--- src/rtl/osd_text_writer_if.sv ---
// Command handshake into the OSD text writer.
// Master issues put/hex/clear commands, slave returns ready.
interface osd_text_writer_if;
  logic        cmd_valid;
  logic        cmd_ready;
  logic [1:0]  cmd_op;
  logic [5:0]  cmd_col;
  logic [4:0]  cmd_row;
  logic [15:0] cmd_data;

  modport master (
    output cmd_valid,
    output cmd_op,
    output cmd_col,
    output cmd_row,
    output cmd_data,
    input  cmd_ready
  );

  modport slave (
    input  cmd_valid,
    input  cmd_op,
    input  cmd_col,
    input  cmd_row,
    input  cmd_data,
    output cmd_ready
  );
endinterface

--- src/rtl/osd_text_writer.sv ---
// Serialises text commands into one OSD char RAM write per clock.
// Write port outputs are registered; first write lands the cycle after accept.
module osd_text_writer #(
  parameter int          COLS       = 40,
  parameter int          ROWS       = 30,
  parameter logic [7:0]  BLANK_CHAR = 8'h20,
  parameter int          ADDR_W     = 11
) (
  input  logic              clk,
  input  logic              reset_n,
  osd_text_writer_if.slave  cmd,
  output logic [ADDR_W-1:0] wr_addr,
  output logic [7:0]        wr_data,
  output logic              wr_en,
  output logic              busy,
  output logic              cmd_err
);

  localparam logic [1:0] S_IDLE = 2'd0;
  localparam logic [1:0] S_EMIT = 2'd1;
  localparam logic [1:0] S_CLR  = 2'd2;

  localparam logic [1:0] OP_PUTC  = 2'd0;
  localparam logic [1:0] OP_HEX8  = 2'd1;
  localparam logic [1:0] OP_HEX16 = 2'd2;
  localparam logic [1:0] OP_CLEAR = 2'd3;

  localparam int              CELLS  = COLS * ROWS;
  localparam logic [ADDR_W-1:0] LAST = ADDR_W'(CELLS - 1);
  localparam logic [ADDR_W-1:0] COLS_A = ADDR_W'(COLS);

  logic [1:0]        state_q, state_d;
  logic [1:0]        op_q, op_d;
  logic [15:0]       data_q, data_d;
  logic [1:0]        cnt_q, cnt_d;
  logic [ADDR_W-1:0] addr_q, addr_d;
  logic [7:0]        wdat_q, wdat_d;
  logic              wen_q, wen_d;
  logic              err_q, err_d;

  logic              accept;
  logic              bad_pos;
  logic [15:0]       aligned;
  logic [ADDR_W-1:0] start;

  function automatic logic [7:0] hex_glyph(input logic [3:0] n);
    return (n < 4'd10) ? 8'h30 + {4'h0, n} : 8'h37 + {4'h0, n};
  endfunction

  // Hex data is kept MS-nibble aligned at [15:12]; PUTC uses [7:0].
  function automatic logic [7:0] glyph(input logic [1:0] op,
                                       input logic [15:0] d);
    return (op == OP_PUTC) ? d[7:0] : hex_glyph(d[15:12]);
  endfunction

  function automatic logic [ADDR_W-1:0] next_addr(input logic [ADDR_W-1:0] a);
    return (a == LAST) ? '0 : a + 1'b1;
  endfunction

  assign cmd.cmd_ready = (state_q == S_IDLE);
  assign accept  = cmd.cmd_valid && (state_q == S_IDLE);
  assign bad_pos = (32'(cmd.cmd_col) >= 32'(COLS)) ||
                   (32'(cmd.cmd_row) >= 32'(ROWS));
  assign aligned = (cmd.cmd_op == OP_HEX8) ?
                   {cmd.cmd_data[7:0], 8'h00} : cmd.cmd_data;
  assign start   = ADDR_W'(cmd.cmd_row) * COLS_A + ADDR_W'(cmd.cmd_col);

  always_comb begin
    state_d = state_q;
    op_d    = op_q;
    data_d  = data_q;
    cnt_d   = cnt_q;
    addr_d  = addr_q;
    wdat_d  = wdat_q;
    wen_d   = 1'b0;
    err_d   = 1'b0;
    unique case (state_q)
      S_IDLE: begin
        if (accept) begin
          if (cmd.cmd_op == OP_CLEAR) begin
            state_d = S_CLR;
            addr_d  = '0;
            wdat_d  = BLANK_CHAR;
            wen_d   = 1'b1;
          end else if (bad_pos) begin
            err_d = 1'b1;
          end else begin
            state_d = S_EMIT;
            op_d    = cmd.cmd_op;
            addr_d  = start;
            wdat_d  = glyph(cmd.cmd_op, aligned);
            data_d  = {aligned[11:0], 4'h0};
            wen_d   = 1'b1;
            unique case (1'b1)
              cmd.cmd_op == OP_HEX8:  cnt_d = 2'd1;
              cmd.cmd_op == OP_HEX16: cnt_d = 2'd3;
              default:                cnt_d = 2'd0;
            endcase
          end
        end
      end
      S_EMIT: begin
        if (cnt_q == 2'd0) begin
          state_d = S_IDLE;
        end else begin
          addr_d = next_addr(addr_q);
          wdat_d = glyph(op_q, data_q);
          data_d = {data_q[11:0], 4'h0};
          cnt_d  = cnt_q - 2'd1;
          wen_d  = 1'b1;
        end
      end
      S_CLR: begin
        if (addr_q == LAST) begin
          state_d = S_IDLE;
        end else begin
          addr_d = next_addr(addr_q);
          wdat_d = BLANK_CHAR;
          wen_d  = 1'b1;
        end
      end
      default: state_d = S_IDLE;
    endcase
  end

  always_ff @(posedge clk or negedge reset_n) begin
    if (!reset_n) begin
      state_q <= S_IDLE;
      op_q    <= OP_PUTC;
      data_q  <= '0;
      cnt_q   <= '0;
      addr_q  <= '0;
      wdat_q  <= '0;
      wen_q   <= 1'b0;
      err_q   <= 1'b0;
    end else begin
      state_q <= state_d;
      op_q    <= op_d;
      data_q  <= data_d;
      cnt_q   <= cnt_d;
      addr_q  <= addr_d;
      wdat_q  <= wdat_d;
      wen_q   <= wen_d;
      err_q   <= err_d;
    end
  end

  assign wr_addr = addr_q;
  assign wr_data = wdat_q;
  assign wr_en   = wen_q;
  assign busy    = (state_q != S_IDLE);
  assign cmd_err = err_q;

endmodule
--- src/flat_wrapper.sv ---
// flat-port wrapper written by rule: the top's interface ports become plain ports
module osd_text_writer_flat 
#(
  parameter int          COLS       = 40,
  parameter int          ROWS       = 30,
  parameter logic [7:0]  BLANK_CHAR = 8'h20,
  parameter int          ADDR_W     = 11
)
  (clk, reset_n, wr_addr, wr_data, wr_en, busy, cmd_err, cmd_cmd_valid, cmd_cmd_op, cmd_cmd_col, cmd_cmd_row, cmd_cmd_data, cmd_cmd_ready);
  osd_text_writer_if cmd_i ();
  input  logic clk;
  input  logic reset_n;
  output logic [ADDR_W-1:0] wr_addr;
  output logic [7:0] wr_data;
  output logic wr_en;
  output logic busy;
  output logic cmd_err;
  input wire logic [$bits(cmd_i.cmd_valid)-1:0] cmd_cmd_valid;
  input wire logic [$bits(cmd_i.cmd_op)-1:0] cmd_cmd_op;
  input wire logic [$bits(cmd_i.cmd_col)-1:0] cmd_cmd_col;
  input wire logic [$bits(cmd_i.cmd_row)-1:0] cmd_cmd_row;
  input wire logic [$bits(cmd_i.cmd_data)-1:0] cmd_cmd_data;
  output wire logic [$bits(cmd_i.cmd_ready)-1:0] cmd_cmd_ready;
  assign cmd_i.cmd_valid = cmd_cmd_valid;
  assign cmd_i.cmd_op = cmd_cmd_op;
  assign cmd_i.cmd_col = cmd_cmd_col;
  assign cmd_i.cmd_row = cmd_cmd_row;
  assign cmd_i.cmd_data = cmd_cmd_data;
  assign cmd_cmd_ready = cmd_i.cmd_ready;
  osd_text_writer #(.COLS(COLS), .ROWS(ROWS), .BLANK_CHAR(BLANK_CHAR), .ADDR_W(ADDR_W)) u_core (.clk(clk), .reset_n(reset_n), .cmd(cmd_i), .wr_addr(wr_addr), .wr_data(wr_data), .wr_en(wr_en), .busy(busy), .cmd_err(cmd_err));
endmodule
--- config.mk ---
export PLATFORM = sky130hd
export DESIGN_NAME = osd_text_writer_flat
export DESIGN_NICKNAME = d
export VERILOG_FILES = /design/src/rtl/osd_text_writer_if.sv /design/src/rtl/osd_text_writer.sv /design/src/flat_wrapper.sv
export SDC_FILE = /design/constraint.sdc
export NUM_CORES = 1
export LEC_CHECK = 0
export BUFFER_PORTS_ARGS = -buffer_cell sky130_fd_sc_hd__clkbuf_2
export CAP_MARGIN = 20
export CELL_PAD_IN_SITES_DETAIL_PLACEMENT = 1
export CELL_PAD_IN_SITES_GLOBAL_PLACEMENT = 1
export CORE_MARGIN = 2
export CORE_UTILIZATION = 30
export DETAILED_ROUTE_END_ITERATION = 10
export GPL_ROUTABILITY_DRIVEN = 0
export PLACE_DENSITY = 0.67
export SETUP_SLACK_MARGIN = 0.5
export SYNTH_ARGS = -nofsm -noshare
export SYNTH_HDL_FRONTEND = slang
export SYNTH_SLANG_ARGS = --single-unit
export TNS_END_PERCENT = 5
--- constraint.sdc ---
create_clock -name clk -period 2.5 [get_ports clk]
set_clock_uncertainty 0.15 [all_clocks]
set_input_delay 0.25 -clock clk [delete_from_list [all_inputs] [get_ports clk]]
set_output_delay 0.25 -clock clk [all_outputs]
set_load 0.005 [all_outputs]
# [Word level (Yosys, flattened, before mapping)]
# Cells that the tools add are included.
[totals] output_inout_bits=23 in_bits=32 wordCells=94 reg_bits=43
[op_classes] n_bitwise=2 n_mul=1 order_cmp=4 n_reduce_logical=13 n_eq_ne=14 muxes=45 add_sub_neg=7
[op_table] cell="two-way mux 16 bit" count=5
[op_table] cell="two-way mux 8 bit" count=9
[op_table] cell="two-way mux 11 bit" count=6
[op_table] cell="case mux 11 bit (3 select lines)" count=1
[op_table] cell="case mux 16 bit (2 select lines)" count=1
[op_table] cell="adder 6 x 4 -> 7 bit (first input constant)" count=4
[op_table] cell="case mux 8 bit (3 select lines)" count=1
[op_table] cell="two-way mux 2 bit" count=9
[op_table] cell="adder 11 x 1 -> 11 bit (second input constant)" count=1
[op_table] cell="adder 11 x 6 -> 11 bit" count=1
[op_table] cell="== test 11 bit (second input constant)" count=1
[op_table] cell="AND reduction 5 bit" count=2
[op_table] cell="two-way mux 1 bit" count=9
[op_table] cell="logical NOT 2 bit" count=4
[op_table] cell="less-than comparator 4 bit (second input constant)" count=2
[op_table] cell="multiplier 5 x 3 -> 8 bit (second input constant)" count=1
[op_table] cell="!= test 2 bit (second input constant)" count=4
[op_table] cell="case mux 2 bit (2 select lines)" count=2
[op_table] cell="AND reduction 4 bit" count=2
[op_table] cell="== test 2 bit (second input constant)" count=3
[op_table] cell=">= comparator 6 bit (second input constant)" count=1
[op_table] cell="!= test 2 x 1 -> 1 bit (second input constant)" count=3
[op_table] cell="case mux 2 bit (3 select lines)" count=1
[op_table] cell=">= comparator 5 bit (second input constant)" count=1
[op_table] cell="other kinds (9)" count=12

# [Depth between registers and ports, before layout]
[depth] word_depth=9 depth_mapped=9 depth_no_buf=9

# [Worst setup path before layout]
# OpenSTA, ideal clock, no wires.
[synth_path] path_kind="input port to flip-flop" start="in cmd_cmd_row[1]" end="reg u_core.addr_q[8], in the netlist u_core.wr_addr[8]" t_required_ns=2.229 slack_ns=0.268 n_path_buf=0 path_stages=9 setup_ns=0.121 t_arrival_ns=1.961 cell_sequence="ha_1 ha_1 inv_1 fa_1 nand2b_1 a21oi_1 xnor2_1 o32ai_1 a22o_1"
[synth_between] elab_chain_cells=6 elab_cells_between_ends=10 cone_classes="add/sub (1); mul (1); order compare (1); eq/ne (1); mux (4); reduce/logical (2)"
[synth_lines] element="from (decl)" line="flat_wrapper.sv:21" rtl="input wire logic [$bits(cmd_i.cmd_row)-1:0] cmd_cmd_row;"
[synth_lines] element="multiplier 5 x 3 -> 8 bit" line="osd_text_writer.sv:66" rtl="assign start = ADDR_W'(cmd.cmd_row) * COLS_A + ADDR_W'(cmd.cmd_col);"
[synth_lines] element="adder 11 x 6 -> 11 bit" line="osd_text_writer.sv:66"
[synth_lines] element="two-way mux 11 bit" line="osd_text_writer.sv:85" rtl="end else if (bad_pos) begin"
[synth_lines] element="two-way mux 11 bit" line="osd_text_writer.sv:80" rtl="if (cmd.cmd_op == OP_CLEAR) begin"
[synth_lines] element="two-way mux 11 bit" line="osd_text_writer.sv:79" rtl="if (accept) begin"
[synth_lines] element="case mux 11 bit (3 select lines)" line="osd_text_writer.sv:77" rtl="unique case (state_q)"
[synth_lines] element="to (signal assigned)" line="osd_text_writer.sv:141" rtl="addr_q <= addr_d;"
[synth_lines] element="to (decl)" line="osd_text_writer.sv:36" rtl="logic [ADDR_W-1:0] addr_q, addr_d;"
# Several ways; a longest one is shown, not always the timed one. The select of a mux whose other input is x is not followed.
# A chain may end at the register's enable or synchronous reset.

# [Worst setup path in the final report]
[layout_path] start="reg u_core.addr_q[1], in the netlist u_core.wr_addr[1]" end="reg u_core.addr_q[8], in the netlist u_core.wr_addr[8]"
[layout_between] elab_chain_cells=4 elab_cells_between_ends=8 cone_classes="add/sub (1); eq/ne (2); mux (4); reduce/logical (1)"
[layout_lines] element="adder 11 x 1 -> 11 bit / == test 11 bit (equally long branches)" line="osd_text_writer.sv:57, osd_text_writer.sv:114"
[layout_lines] element="two-way mux 11 bit" line="osd_text_writer.sv:57" rtl="return (a == LAST) ? '0 : a + 1'b1;"
[layout_lines] element="two-way mux 11 bit" line="osd_text_writer.sv:103" rtl="if (cnt_q == 2'd0) begin"
[layout_lines] element="case mux 11 bit (3 select lines)" line="osd_text_writer.sv:77"
# Several ways; a longest one is shown, not always the timed one. The select of a mux whose other input is x is not followed.

==> results.cfg <==
[run_status]
outcome = complete, no violations

[setup_path]
critPathArrivalTime_ns = 2.18
required_ns = 2.55
worst_setup_path_end_kind = register
crit_fanout = 5
path_class = reg2reg
worst_setup_path_start_kind = register

[routing]
wl_per_cell_um = 17.40
via_per_inst = 5.261
first_pass_iters = 4
dr_total_vias = 2841
drtIter0Drc = 81
routed_wirelength_um = 9394
postRouteAntennaNets = 0
route.detailed.drc = 0

[min_path]
hp-class = in2reg

[synth]
synth_edf_count = 0
syn_area_um2 = 2924
synth_top_area_share_pct = 33.38
synthArstFlopShare_pct = 100.0
syn_inst = 325
synth_ff_type = dfrtp_1
netlist_top_cells_area = dfrtp_1 33%, ha_1 9.0%, a21oi_1 5.3%
synth_area_leader_cell = dfrtp_1
synth_cell_types = 55
synth_commonest_cells = 39 x dfrtp_1, 31 x a21oi_1, 29 x nand2_1
synth-seq-cells = 39
yosysMostFrequentCell = dfrtp_1
synth.net_count = 380
yosysSeqAreaShare_pct = 33.38
synth.avg_cell_area_um2 = 8.997
yosys_warnings = 0

[finish]
seq_area_um2 = 978.4
fill_cells = 1143
multi_input_area_um2 = 1919
final_util_pct = 39.85
drive_gt1_share_pct = 31.94
antenna_cells = 0
finalNetCount = 461
syn_to_final_growth_pct = 30.77

[sta]
hold_viol = 0
rsz0062_at_grt = yes
fin_hold_ws_ns = 0.06104
fmax_ghz = 0.4689
fin_crit_ns = 2.133
max_slew_margin_pct = 71.09
setup_violations = 0
finalSetupTns_ns = 0
finalMaxSlewViolations = 0
tightest_slew_ns = 0.4320
fin_crit_sh_pct = 85.31

[floorplan]
die_w_um = 102.7
core_um2 = 9594
design.die.area_um2 = 10550
initial_core_util_pct = 30.48
std_cell_rows = 36
ios = 55
die_h_um = 102.7

[clock_tree]
root_buffer = clkbuf_8
worst_skew_pair.late_latency_ns = 0.31
clkTransAtPathRegs_ns = 0.08
cts_buffer_depth = 2
numCtsBuffers = 5
cts-htree-levels = 2
clock_sinks = 39
cts_tree = yes

[power]
power_density_nw_per_um2 = 1123
leakage_nw = 1.763
finalPower_mw = 4.292
ir_drop_mv = 0.4030

[global_route]
grt_pass1_wl_um = 15170
grt_max_degree = 22
grt_overflow = 0
antenna_found_initial = 0
grt_usage_pct = 18.48
first_global_vias = 2979

[placement]
dp_hpwl_um = 6952
port_buffers = 54

[flow_run]
cap_violations = 0
[flip-flops by register name (all words and copies together) (netlist names)]
name and flops:
u_core.wr_data 8, u_core.wr_addr 11, u_core.cnt_q 2, u_core.state_q 2, u_core.data_q 12, u_core.cmd_err 1
u_core.op_q 2, u_core.wr_en 1
[final timing paths]
| path | start | to | slack, ns | depth (start not counted) |
|---|---|---|---|---|
| max in group asynchronous | reset_n | u_core.state_q[0] | 1.46 | 3 |
| min reg2reg | u_core.wr_data[3] | u_core.wr_data[3] | 0.37 | 1 |
| max | u_core.wr_addr[1] | u_core.wr_addr[8] | 0.37 | 7 |
| max reg2reg | u_core.wr_addr[1] | u_core.wr_addr[8] | 0.37 | 7 |
| min | cmd_cmd_col[2] | u_core.wr_addr[2] | 0.06 | 3 |
| min in group asynchronous | reset_n | u_core.data_q[9] | 0.15 | 2 |
[worst max-delay path, stage by stage, from the launching register on]
cell     delay (ns)
dfrtp_1        0.38
ha_2           0.19
nand4_1        0.19
buf_4          0.22
o41a_1         0.49
o21ai_1        0.13
nand3_1        0.09
a22o_1         0.18
[through the flow]
stage               cell area [um2]  std cells  setup slack, ns
detailed placement             3472        519          0.01151
finish                         3824        540           0.3673
CTS                            3711        534           0.3291
floorplan                      2945        325           0.3019
global route                   3824        540           0.2869
global placement               3472        519           0.1025
[what timing repair did]
item,4_1_cts,5_1_grt
gates cloned,1,1
resized for setup,11,16
endpoints found under the setup margin,35,36
pin swaps,7,8
buffers inserted,5,5
hold buffers,1,0
hold endpoints to repair,38,0
[cell usage in the layout, fill, tap and decap left out, types with 3 or more instances in the layout]
cell       instances
o2bb2ai_1          4
inv_1             26
xor2_1             3
nor3_1             3
and3_1             4
nand2_1           29
dfrtp_1           37
o211ai_1           3
mux2_2             9
mux2_4             3
nand4_1            4
ha_1              15
nor2_1            16
clkbuf_8           5
a32oi_1            3
and2_1             4
nor2b_1            3
a22o_1             6
clkbuf_2          54
mux2i_1            9
o32ai_1            5
buf_4             25
ha_4               4
o21ai_0           23
nand3_1           18
a22oi_1            4
a21oi_1           30
[where the power goes]
group / switching [mW] / total, mW / internal, mW
registers: 0.263 / 1.18 / 0.913
clock network: 0.265 / 0.664 / 0.399
logic: 1.30 / 2.45 / 1.16
[kinds of logic after synthesis]
group / share of synthesized area (%)
AO/OA/AOI/OAI: 22.89
XOR/XNOR: 2.867
adder cells (fa/ha/maj): 10.36
buffers and inverters: 5.562
flip-flops: 33.38
multiplexers: 8.087
AND/OR/NAND/NOR: 16.86
[routing by layer]
metal | global-route usage (%) | vias to the layer above | routed length, um
met5 | 0 | - | 0
li1 | - | 1362 | -
met3 | 2.441 | 11 | 302
met4 | 3.692 | 0 | 96
met1 | 22.93 | 1417 | 4212
met2 | 34.24 | 51 | 4782
[layout make-up]
cell class	instances	share of cell area (%)
clock inverters	3	1.767
clock buffers	5	1.800
inverters	28	2.749
flip-flops and latches	39	25.59
repair buffers	84	13.55
well taps	133	4.352
multi-input cells	248	50.20
Note: power is estimated with default switching activity, not from simulation.
